==> src/rtl/tweezer_axis_pi_array_if.sv <==
// Sample-vector stream into the PI array and controller-output stream back out.
// Latency: n/a (wiring only).
// Backpressure: in_ready gates acceptance; the output side is a pulse with no ready.
interface tweezer_axis_pi_array_if #(
    parameter int NUM_CH = 3,
    parameter int DATA_W = 16,
    parameter int OUT_W  = 16
);
    logic [NUM_CH*DATA_W-1:0] in_data;
    logic [NUM_CH*DATA_W-1:0] setpoint;
    logic                     in_valid;
    logic                     in_ready;
    logic [NUM_CH*OUT_W-1:0]  out_data;
    logic                     out_valid;

    modport master (output in_data, setpoint, in_valid, input in_ready, out_data, out_valid);
    modport slave  (input in_data, setpoint, in_valid, output in_ready, out_data, out_valid);
endinterface

==> src/rtl/tweezer_axis_pi_array.sv <==
// NUM_CH independent PI loops sharing one multiplier; TWEEZER_PI_ANTIWINDUP_EN enables conditional integration.
// Latency: out_valid 2*NUM_CH+1 cycles after accept; one vector per 2*NUM_CH+2 cycles.
// Backpressure: in_ready only in IDLE without a pending commit; output is a one-cycle pulse.
module tweezer_axis_pi_array #(
    parameter int NUM_CH     = 3,
    parameter int DATA_W     = 16,
    parameter int DATA_FRAC  = 15,
    parameter int COEFF_W    = 10,
    parameter int COEFF_FRAC = 9,
    parameter int ACC_W      = 32,
    parameter int OUT_W      = 16,
    parameter int CH_W       = (NUM_CH > 1) ? $clog2(NUM_CH) : 1
) (
    input  logic                      clk,
    input  logic                      reset,
    tweezer_axis_pi_array_if.slave    bus,
    input  logic                      enable,
    input  logic                      freeze,
    input  logic                      pi_reset,
    input  logic [CH_W-1:0]           cfg_ch,
    input  logic signed [COEFF_W-1:0] cfg_kp,
    input  logic signed [COEFF_W-1:0] cfg_ki,
    input  logic                      cfg_wr,
    input  logic                      cfg_commit,
    output logic                      commit_pending
);
    localparam int PROD_W = COEFF_W + DATA_W + 1;
    // The sum carries DATA_FRAC+COEFF_FRAC fractional bits; the output carries DATA_FRAC.
    localparam int SHIFT  = (DATA_FRAC + COEFF_FRAC) - DATA_FRAC;
    localparam logic signed [ACC_W-1:0] ACC_MAX = {1'b0, {(ACC_W-1){1'b1}}};
    localparam logic signed [ACC_W-1:0] ACC_MIN = {1'b1, {(ACC_W-1){1'b0}}};
    localparam logic signed [ACC_W:0]   OUT_MAX = {{(ACC_W+2-OUT_W){1'b0}}, {(OUT_W-1){1'b1}}};
    localparam logic signed [ACC_W:0]   OUT_MIN = {{(ACC_W+2-OUT_W){1'b1}}, {(OUT_W-1){1'b0}}};

    typedef enum logic [1:0] {IDLE, MUL, ACC, DONE} state_t;
    state_t state, state_n;
    logic [CH_W-1:0] ch, ch_n;

    logic signed [DATA_W-1:0]  in_q [NUM_CH];
    logic signed [DATA_W-1:0]  sp_q [NUM_CH];
    logic signed [COEFF_W-1:0] kp_sh [NUM_CH], ki_sh [NUM_CH];
    logic signed [COEFF_W-1:0] kp_sh_n [NUM_CH], ki_sh_n [NUM_CH];
    logic signed [COEFF_W-1:0] kp_act [NUM_CH], ki_act [NUM_CH];
    logic signed [ACC_W-1:0]   integ [NUM_CH];
    logic signed [PROD_W-1:0]  p_q, di_q, p_mul, di_mul;
    logic [NUM_CH*OUT_W-1:0]   out_q;

    logic                      accept, do_commit, windup_block;
    logic signed [DATA_W:0]    err;
    logic signed [ACC_W-1:0]   di_ext, integ_sat, integ_upd;
    logic signed [ACC_W:0]     integ_sum, sum_w, shifted;
    logic                      out_hi, out_lo;
    logic [OUT_W-1:0]          res_out;

    assign bus.in_ready  = (state == IDLE) && !commit_pending;
    assign bus.out_valid = (state == DONE);
    assign bus.out_data  = out_q;
    assign accept        = bus.in_valid && bus.in_ready;
    assign do_commit     = (state == IDLE) && commit_pending;

    // Shadow next-values; a write in the commit cycle is folded into that commit.
    always_comb begin
        for (int i = 0; i < NUM_CH; i++) begin
            kp_sh_n[i] = kp_sh[i];
            ki_sh_n[i] = ki_sh[i];
            if (cfg_wr && cfg_ch == CH_W'(i)) begin
                kp_sh_n[i] = cfg_kp;
                ki_sh_n[i] = cfg_ki;
            end
        end
    end

    // Shared multiplier: error and both products for the current channel.
    always_comb begin
        err    = {sp_q[ch][DATA_W-1], sp_q[ch]} - {in_q[ch][DATA_W-1], in_q[ch]};
        p_mul  = kp_act[ch] * err;
        di_mul = ki_act[ch] * err;
    end

`ifdef TWEEZER_PI_ANTIWINDUP_EN
    logic [NUM_CH-1:0] sat_hi, sat_lo;
    assign windup_block = (sat_hi[ch] && !di_q[PROD_W-1] && (di_q != '0))
                       || (sat_lo[ch] && di_q[PROD_W-1]);

    // Remember, per channel, which rail the last output hit.
    always_ff @(posedge clk or negedge reset) begin
        if (!reset) begin
            sat_hi <= '0;
            sat_lo <= '0;
        end else if (state == ACC) begin
            sat_hi[ch] <= enable && out_hi;
            sat_lo[ch] <= enable && out_lo;
        end
    end
`else
    assign windup_block = 1'b0;
`endif

    // Integrator update, proportional sum, output scaling and saturation.
    always_comb begin
        di_ext    = ACC_W'(di_q);
        integ_sum = {integ[ch][ACC_W-1], integ[ch]} + {di_ext[ACC_W-1], di_ext};
        integ_sat = integ_sum[ACC_W-1:0];
        if (integ_sum[ACC_W] != integ_sum[ACC_W-1])
            integ_sat = integ_sum[ACC_W] ? ACC_MIN : ACC_MAX;
        integ_upd = integ_sat;
        if (!enable)
            integ_upd = '0;
        else if (freeze || windup_block)
            integ_upd = integ[ch];
        sum_w   = (ACC_W+1)'(p_q) + {integ_upd[ACC_W-1], integ_upd};
        shifted = sum_w >>> SHIFT;
        out_hi  = shifted > OUT_MAX;
        out_lo  = shifted < OUT_MIN;
        res_out = shifted[OUT_W-1:0];
        if (out_hi) res_out = OUT_MAX[OUT_W-1:0];
        if (out_lo) res_out = OUT_MIN[OUT_W-1:0];
        if (!enable) res_out = '0;
    end

    // Sweep sequencer: MUL/ACC per channel, then one DONE cycle.
    always_comb begin
        state_n = state;
        ch_n    = ch;
        case (state)
            IDLE: if (accept) begin
                state_n = MUL;
                ch_n    = '0;
            end
            MUL:  state_n = ACC;
            ACC:  if (ch == CH_W'(NUM_CH-1)) begin
                state_n = DONE;
            end else begin
                state_n = MUL;
                ch_n    = ch + 1'b1;
            end
            DONE: state_n = IDLE;
            default: state_n = IDLE;
        endcase
    end

    // State register.
    always_ff @(posedge clk or negedge reset) begin
        if (!reset) begin
            state <= IDLE;
            ch    <= '0;
        end else begin
            state <= state_n;
            ch    <= ch_n;
        end
    end

    // Sample capture, product pipeline and output slots.
    always_ff @(posedge clk or negedge reset) begin
        if (!reset) begin
            for (int i = 0; i < NUM_CH; i++) begin
                in_q[i] <= '0;
                sp_q[i] <= '0;
            end
            p_q   <= '0;
            di_q  <= '0;
            out_q <= '0;
        end else begin
            if (accept) begin
                for (int i = 0; i < NUM_CH; i++) begin
                    in_q[i] <= bus.in_data[i*DATA_W +: DATA_W];
                    sp_q[i] <= bus.setpoint[i*DATA_W +: DATA_W];
                end
            end
            if (state == MUL) begin
                p_q  <= p_mul;
                di_q <= di_mul;
            end
            if (state == ACC)
                out_q[ch*OUT_W +: OUT_W] <= res_out;
        end
    end

    // Gain shadows, commit handshake and active gains (only change in IDLE).
    always_ff @(posedge clk or negedge reset) begin
        if (!reset) begin
            for (int i = 0; i < NUM_CH; i++) begin
                kp_sh[i]  <= '0;
                ki_sh[i]  <= '0;
                kp_act[i] <= '0;
                ki_act[i] <= '0;
            end
            commit_pending <= 1'b0;
        end else begin
            for (int i = 0; i < NUM_CH; i++) begin
                kp_sh[i] <= kp_sh_n[i];
                ki_sh[i] <= ki_sh_n[i];
                if (do_commit) begin
                    kp_act[i] <= kp_sh_n[i];
                    ki_act[i] <= ki_sh_n[i];
                end
            end
            commit_pending <= cfg_commit || (commit_pending && !do_commit);
        end
    end

    // Integrators: pi_reset wins, then ki-change clear on commit, then ACC update.
    always_ff @(posedge clk or negedge reset) begin
        if (!reset) begin
            for (int i = 0; i < NUM_CH; i++) integ[i] <= '0;
        end else begin
            for (int i = 0; i < NUM_CH; i++) begin
                if (pi_reset)
                    integ[i] <= '0;
                else if (do_commit && ki_sh_n[i] != ki_act[i])
                    integ[i] <= '0;
                else if (state == ACC && ch == CH_W'(i))
                    integ[i] <= integ_upd;
            end
        end
    end
endmodule

==> src/flat_wrapper.sv <==
// flat-port wrapper written by rule: the top's interface ports become plain ports
module tweezer_axis_pi_array_flat 
#(
    parameter int NUM_CH     = 3,
    parameter int DATA_W     = 16,
    parameter int DATA_FRAC  = 15,
    parameter int COEFF_W    = 10,
    parameter int COEFF_FRAC = 9,
    parameter int ACC_W      = 32,
    parameter int OUT_W      = 16,
    parameter int CH_W       = (NUM_CH > 1) ? $clog2(NUM_CH) : 1
)
  (clk, reset, enable, freeze, pi_reset, cfg_ch, cfg_kp, cfg_ki, cfg_wr, cfg_commit, commit_pending, bus_in_data, bus_setpoint, bus_in_valid, bus_in_ready, bus_out_data, bus_out_valid);
  tweezer_axis_pi_array_if #(.NUM_CH(NUM_CH), .DATA_W(DATA_W), .OUT_W(OUT_W)) bus_i ();
  input  logic clk;
  input  logic reset;
  input  logic enable;
  input  logic freeze;
  input  logic pi_reset;
  input  logic [CH_W-1:0] cfg_ch;
  input  logic signed [COEFF_W-1:0] cfg_kp;
  input  logic signed [COEFF_W-1:0] cfg_ki;
  input  logic cfg_wr;
  input  logic cfg_commit;
  output logic commit_pending;
  input wire logic [$bits(bus_i.in_data)-1:0] bus_in_data;
  input wire logic [$bits(bus_i.setpoint)-1:0] bus_setpoint;
  input wire logic [$bits(bus_i.in_valid)-1:0] bus_in_valid;
  output wire logic [$bits(bus_i.in_ready)-1:0] bus_in_ready;
  output wire logic [$bits(bus_i.out_data)-1:0] bus_out_data;
  output wire logic [$bits(bus_i.out_valid)-1:0] bus_out_valid;
  assign bus_i.in_data = bus_in_data;
  assign bus_i.setpoint = bus_setpoint;
  assign bus_i.in_valid = bus_in_valid;
  assign bus_in_ready = bus_i.in_ready;
  assign bus_out_data = bus_i.out_data;
  assign bus_out_valid = bus_i.out_valid;
  tweezer_axis_pi_array #(.NUM_CH(NUM_CH), .DATA_W(DATA_W), .DATA_FRAC(DATA_FRAC), .COEFF_W(COEFF_W), .COEFF_FRAC(COEFF_FRAC), .ACC_W(ACC_W), .OUT_W(OUT_W), .CH_W(CH_W)) u_core (.clk(clk), .reset(reset), .bus(bus_i), .enable(enable), .freeze(freeze), .pi_reset(pi_reset), .cfg_ch(cfg_ch), .cfg_kp(cfg_kp), .cfg_ki(cfg_ki), .cfg_wr(cfg_wr), .cfg_commit(cfg_commit), .commit_pending(commit_pending));
endmodule
==> config.mk <==
export PLATFORM = sky130hd
export DESIGN_NAME = tweezer_axis_pi_array_flat
export DESIGN_NICKNAME = d
export VERILOG_FILES = /design/src/rtl/tweezer_axis_pi_array_if.sv /design/src/rtl/tweezer_axis_pi_array.sv /design/src/flat_wrapper.sv
export SDC_FILE = /design/constraint.sdc
export NUM_CORES = 2
export LEC_CHECK = 0
export ABC_AREA = 1
export BUFFER_PORTS_ARGS = -buffer_cell sky130_fd_sc_hd__clkbuf_2
export CAP_MARGIN = 20
export CELL_PAD_IN_SITES_DETAIL_PLACEMENT = 0
export CELL_PAD_IN_SITES_GLOBAL_PLACEMENT = 1
export CORE_UTILIZATION = 51
export CTS_CLUSTER_SIZE = 28
export DETAILED_ROUTE_END_ITERATION = 8
export GPL_TIMING_DRIVEN = 0
export PLACE_DENSITY_LB_ADDON = 0.1
export SYNTH_ARGS = -nofsm -noshare
export SYNTH_HDL_FRONTEND = slang
export SYNTH_SLANG_ARGS = --single-unit
==> constraint.sdc <==
create_clock -name clk -period 17.2 [get_ports clk]
set_input_delay 4.3 -clock clk [delete_from_list [all_inputs] [get_ports clk]]
set_output_delay 4.3 -clock clk [all_outputs]
set_load 0.02 [all_outputs]
* Word level (Yosys, flattened, before mapping) *
Cells that the tools add are included.

storage, ports and cells
  flip-flop bits (word level) = 419
  input bits = 126
  output and inout port bits = 51
  logic and storage cells = 121

operators by class
  add/subtract/negate cells = 5
  multiply operators = 2
  magnitude comparators = 3
  equality and inequality tests = 13
  shifts and indexed selects = 2
  mux-type cells = 44
  bitwise operators = 1
  reduce and logical (&&, ||, !) cells = 24

operator list
  cell                                                              number
  two-way mux 32 bit                                                15
  two-way mux 16 bit                                                7
  two-way mux 10 bit                                                10
  binary-select mux 16 bit (select 2 bit)                           2
  binary-select mux 32 bit (select 2 bit)                           1
  multiplier 10 x 17 -> 27 bit                                      2
  bitwise mux 48 bit                                                1
  variable shift 16 x 34 -> 48 bit (first input constant)           1
  variable part select 16 x 34 -> 48 bit                            1
  binary-select mux 10 bit (select 2 bit)                           2
  negator 6 -> 34 bit                                               1
  adder 27 x 32 -> 33 bit                                           1
  adder 32 x 27 -> 33 bit                                           1
  != test 10 bit                                                    3
  greater-than comparator 24 x 16 -> 1 bit (second input constant)  1
  < comparator 24 x 16 -> 1 bit (second input constant)             1
  subtractor 16 x 16 -> 17 bit                                      1
  logical AND 1 bit                                                 13
  nonzero test 3 bit                                                3
  equality test 2 bit (second input constant)                       4
  two-way mux 2 bit                                                 4
  one-hot mux 2 bit (4 select lines)                                1
  equality test 2 x 1 -> 1 bit (second input constant)              3
  logical NOT 2 bit                                                 3
  11 further kinds                                                  12

* Longest topological paths before layout *
  word-level depth = 16
  gate-level depth with buffers = 52

* Least setup slack after synthesis *
OpenSTA, ideal clock, no wires.

  path type = flip-flop to flip-flop
  start point = reg u_core.ch[0]
  end point = reg u_core.di_q[25]
  library setup time = 135 ps
  arrival = 8791 ps
  required time = 17065 ps
  slack = 8274 ps
  stages on the path, launching flop included = 51
  path buffers = 5
  period minus slack after synthesis = 8926 ps
  cell sequence = dfrtp_1 -> buf_2 -> inv_2 -> clkbuf_1 -> buf_1 -> buf_1 -> nor2_1 -> o21ai_0 -> ha_1 -> inv_1 -> fa_1 -> nand3_1 -> nand2_1 -> nand2_1 -> nand2_1 -> a21oi_1 -> or2_1 -> nand2_1 -> [... 15 more ...] -> fa_1 -> fa_1 -> fa_1 -> inv_1 -> fa_1 -> fa_1 -> ha_1 -> a21oi_1 -> o21ai_0 -> a21oi_1 -> o21ai_0 -> a21boi_0 -> o21ai_0 -> a21oi_1 -> nor2_1 -> nor2_1 -> xor2_1 -> o21ai_0

between the ends
  word-level cells in the longest chain between the ends = 6
  elaborated cells on any way between the ends = 12
  those cells by class = 1 x add/sub; 1 x mul; 9 x mux; 1 x bitwise

ends and longest elaborated chain
  item                                                    RTL line                                                  source
  start, declared                                         tweezer_axis_pi_array.sv:37                               logic [CH_W-1:0] ch, ch_n;
  start signal, assigned                                  tweezer_axis_pi_array.sv:149                              ch <= ch_n;
  inverter 2 -> 3 bit (implied by the code) *             tweezer_axis_pi_array.sv:75, tweezer_axis_pi_array.sv:77
  binary-select mux 16 bit (select 2 bit)                 tweezer_axis_pi_array.sv:75                               err = {sp_q[ch][DATA_W-1], sp_q[ch]} - {in_q[ch][DATA_W-1], in_q[ch]};
  two-way mux 16 bit (implied by the code) (2 in series)  tweezer_axis_pi_array.sv:75
  subtractor 16 x 16 -> 17 bit                            tweezer_axis_pi_array.sv:75
  multiplier 10 x 17 -> 27 bit *                          tweezer_axis_pi_array.sv:77                               di_mul = ki_act[ch] * err;
  end signal, assigned                                    tweezer_axis_pi_array.sv:172                              di_q <= di_mul;
  end, declared                                           tweezer_axis_pi_array.sv:45                               logic signed [PROD_W-1:0] p_q, di_q, p_mul, di_mul;

Mark *: on every way between the ends. The rest lies on a longest branch, timed or not. The select of a mux whose other input is x is not followed.
A chain may end at the register's enable or synchronous reset.

* Final worst setup path *
  start point = reg u_core.ch[0]
  end point = reg u_core.p_q[26]

between the ends
  word-level cells in the longest chain between the ends = 6
  elaborated cells on any way between the ends = 12
  those cells by class = 1 x add/sub; 1 x mul; 9 x mux; 1 x bitwise

ends and longest elaborated chain
  item                                                    RTL line                                                  source
  inverter 2 -> 3 bit (implied by the code) *             tweezer_axis_pi_array.sv:75, tweezer_axis_pi_array.sv:76
  binary-select mux 16 bit (select 2 bit)                 tweezer_axis_pi_array.sv:75
  two-way mux 16 bit (implied by the code) (2 in series)  tweezer_axis_pi_array.sv:75
  subtractor 16 x 16 -> 17 bit                            tweezer_axis_pi_array.sv:75
  multiplier 10 x 17 -> 27 bit *                          tweezer_axis_pi_array.sv:76                               p_mul = kp_act[ch] * err;
  end signal, assigned                                    tweezer_axis_pi_array.sv:171                              p_q <= p_mul;
  end, declared                                           tweezer_axis_pi_array.sv:45

Marks and branches as above.

==> results.json <==
{
  "status": "finished clean",
  "die_height_um": 259.5,
  "ys_ff_latch": 419,
  "multiInputGateArea_um2": 20370,
  "min_period_ns": 11.73,
  "yosys.cell_types.count": 57,
  "min_to": "u_core.in_q[42]",
  "hold_path_depth": 2,
  "cts_buffers": 48,
  "critical_path_class": "register to register",
  "grt_pass1_vias": 28340,
  "drc_errors": 0,
  "setup_tns_ns": 0,
  "wire_per_inst_um": 18.97,
  "crit_path_frequent_cell": "nand2_1",
  "cts_tree": "yes",
  "min_path_type": "register to register",
  "rrSetupSlack_ns": 5.47,
  "grt_usage": 0.3098,
  "clockBufferDepth": 3,
  "cts_sinks": 419,
  "reg2reg_from": "u_core.ch[0]",
  "dp_hpwl_um": 81500,
  "hold_violations": 0,
  "port_buffers": 175,
  "drtIter0Drc": 2123,
  "synth-edff-count": 0,
  "syn-instance-count": 4209,
  "post_cts_buffers": 0,
  "synth_area_um2": 33810,
  "hold_path_startpoint": "u_core.in_q[42]",
  "syn_to_final_growth_pct": 11.17,
  "vias": 28387,
  "critPathArrivalTime_ns": 12.20,
  "drv_cap": 0,
  "die-area_um2": 67320,
  "critPathRequiredTime_ns": 17.67,
  "syn_nets": 4841,
  "seq_area_um2": 10490,
  "slew_viol_final": 0,
  "synth_area_per_cell_um2": 8.032,
  "async_flop_share": 1.000,
  "cp.buffers_inverters": 10,
  "worstRegToRegCells": 50,
  "viasPerCell": 5.312,
  "antenna_found_initial": 0,
  "firstDrtPassIters": 5,
  "synth_seq_area_share": 0.3102,
  "finalNetCount": 5074,
  "cts_root_buf": "clkbuf_16",
  "antenna_left": 0,
  "cts_resized": 0,
  "end_kind": "register",
  "drive_gt1_frac": 0.08218,
  "row_count": 94,
  "setup_viol": 0,
  "ys_warn_count": 0,
  "stdcell_area_um2": 37580,
  "dpl-instance-area_um2": 35910,
  "grt_pass1_wl_um": 159500,
  "grt_max_degree": 113,
  "start_util": 0.5151,
  "wl_um": 101400,
  "cp-start-kind": "register",
  "critical_path.top_delay_family": "adder cells",
  "cp_max_fo": 10,
  "r2r_end": "u_core.p_q[26]",
  "period_share": 0.6817,
  "grt_overflow_total": 0,
  "htreeDepth": 2,
  "synth_flop_cell": "dfrtp_1",
  "ctsHoldBuffers": 0,
  "gp_congestion": 0.9389,
  "worst_path_largest_cell_delay_ns": 0.65,
  "final_core_util": 0.5727,
  "clk_pin_slew_ns": 0.06,
  "rsz0062_at_grt": "no",
  "num-fill-cells": 6264,
  "tightest_slew_ns": 1.339,
  "io_pins": 177,
  "core_um2": 65630,
  "insertion_delay_ns": 0.62,
  "dieWidth_um": 259.5,
  "clock_skew_ns": 0.04282,
  "critPathSlowestCell": "buf_1",
  "relSlewSlack": 0.1076,
  "fmax_mhz": 85.28,
  "path_depth": 50
}
## how the worst max path moves through the flow
stage	slack, ns	startpoint	endpoint
3_3_place_gp	2.18	reset	u_core.sp_q[8]
4_1_cts	5.51	u_core.ch[0]	u_core.p_q[25]
3_5_place_dp	5.54	u_core.ch[0]	u_core.p_q[25]
5_1_grt	4.34	u_core.ch[0]	u_core.p_q[25]
2_1_floorplan	8.27	u_core.ch[0]	u_core.di_q[25]
6_report	5.47	u_core.ch[0]	u_core.p_q[26]
## flip-flops by register name, indices dropped and copies added (netlist names)
name / count
u_core.bus.out_data: 48
u_core.ch: 2
u_core.commit_pending: 1
u_core.di_q: 27
u_core.in_q: 48
u_core.integ: 96
u_core.ki_act: 30
u_core.ki_sh: 30
u_core.kp_act: 30
u_core.kp_sh: 30
u_core.p_q: 27
u_core.sp_q: 48
u_core.state: 2
## layout make-up
| class | count | area share |
|---|---|---|
| Multi-Input combinational cell | 3016 | 0.5421 |
| Tap cell | 864 | 0.02876 |
| Buffer | 169 | 0.01801 |
| Antenna cell | 2 | 0.0001332 |
| Sequential cell | 419 | 0.2790 |
| Clock buffer | 67 | 0.03572 |
| Clock inverter | 19 | 0.008390 |
| Timing Repair Buffer | 183 | 0.02747 |
| Inverter | 605 | 0.06043 |
## synth_stat cells, types with 4 or more instances
| master | n | area share |
|---|---|---|
| nand2_1 | 1147 | 0.13 |
| inv_1 | 587 | 0.065 |
| dfrtp_1 | 419 | 0.31 |
| o21ai_0 | 371 | 0.055 |
| fa_1 | 296 | 0.18 |
| nor2_1 | 272 | 0.030 |
| ha_1 | 210 | 0.078 |
| a21oi_1 | 178 | 0.026 |
| clkbuf_1 | 146 | 0.016 |
| nand3_1 | 84 | 0.012 |
| o22ai_1 | 67 | 0.012 |
| xor2_1 | 63 | 0.016 |
| xnor2_1 | 55 | 0.014 |
| or2_2 | 42 | 0.0078 |
| nand4_1 | 39 | 0.0072 |
| nand2_2 | 34 | 0.0063 |
| a31oi_1 | 19 | 0.0035 |
| o21a_1 | 18 | 0.0040 |
| o21ai_1 | 18 | 0.0027 |
| a2bb2oi_1 | 16 | 0.0041 |
| buf_1 | 14 | 0.0016 |
| nor3_1 | 12 | 0.0018 |
| clkinv_1 | 11 | 0.0012 |
| o21bai_1 | 9 | 0.0020 |
| inv_2 | 7 | 0.00078 |
| a21boi_0 | 6 | 0.0013 |
| a221oi_1 | 6 | 0.0016 |
| nor2_2 | 5 | 0.00093 |
| nor4_1 | 5 | 0.00093 |
| a211oi_1 | 4 | 0.00089 |
| a22oi_1 | 4 | 0.00089 |
| buf_2 | 4 | 0.00059 |
| o31ai_1 | 4 | 0.00089 |
| or2_1 | 4 | 0.00074 |
## metrics by stage
| stage | hold WS (ns) | setup WS [ns] | std cells |
|---|---|---|---|
| global route | 0.4846 | 4.341 | 5342 |
| finish | 0.4736 | 5.474 | 5344 |
| global placement | 0.4577 | 2.184 | 5248 |
| floorplan | 0.4436 | 8.274 | 4209 |
| CTS | 0.4750 | 5.514 | 5341 |
| detailed placement | 0.4596 | 5.541 | 5255 |
## cell families (layout without fill, tap and decap cells)
| group | after synthesis | in the layout | share of synthesized area |
|---|---|---|---|
| simple gates | 1651 | 1651 | 0.1975 |
| flops | 419 | 419 | 0.3102 |
| other cells | 0 | 2 | 0 |
| fa+ha+maj | 506 | 506 | 0.2530 |
| buf+inv | 774 | 1043 | 0.08720 |
| mux | 3 | 3 | 0.0009992 |
| xor+xnor | 119 | 119 | 0.03105 |
| compound gates | 737 | 737 | 0.1201 |
## tightest hold or removal path: stages, from the launching register on
cell	delay, ns
dfrtp_1	0.33
nand2_1	0.05
nand2_1	0.06
## metal layers
metal | vias up | global-route usage | wire [um]
li1 | 13770 | - | -
met1 | 13568 | 0.4188 | 44010
met2 | 868 | 0.5047 | 46740
met3 | 181 | 0.04862 | 6802
met4 | 0 | 0.1101 | 3833
met5 | - | 0 | 0
## layout by cell type, fill, tap and decap left out, types with 19 or more instances in the layout
cell type,instances
nand2_2,34
xor2_1,63
dfrtp_1,419
inv_1,587
clkbuf_1,158
o22ai_1,67
nand4_1,39
o21ai_0,371
xnor2_1,55
ha_1,210
fa_1,296
a21oi_1,178
nand3_1,84
clkbuf_2,174
nand2_1,1147
nor2_1,272
clkbuf_16,48
or2_2,42
a31oi_1,19
Power is left out: the tool's default activity adds up to more than one toggle a clock period on the data nets, which glitch-free logic cannot reach.
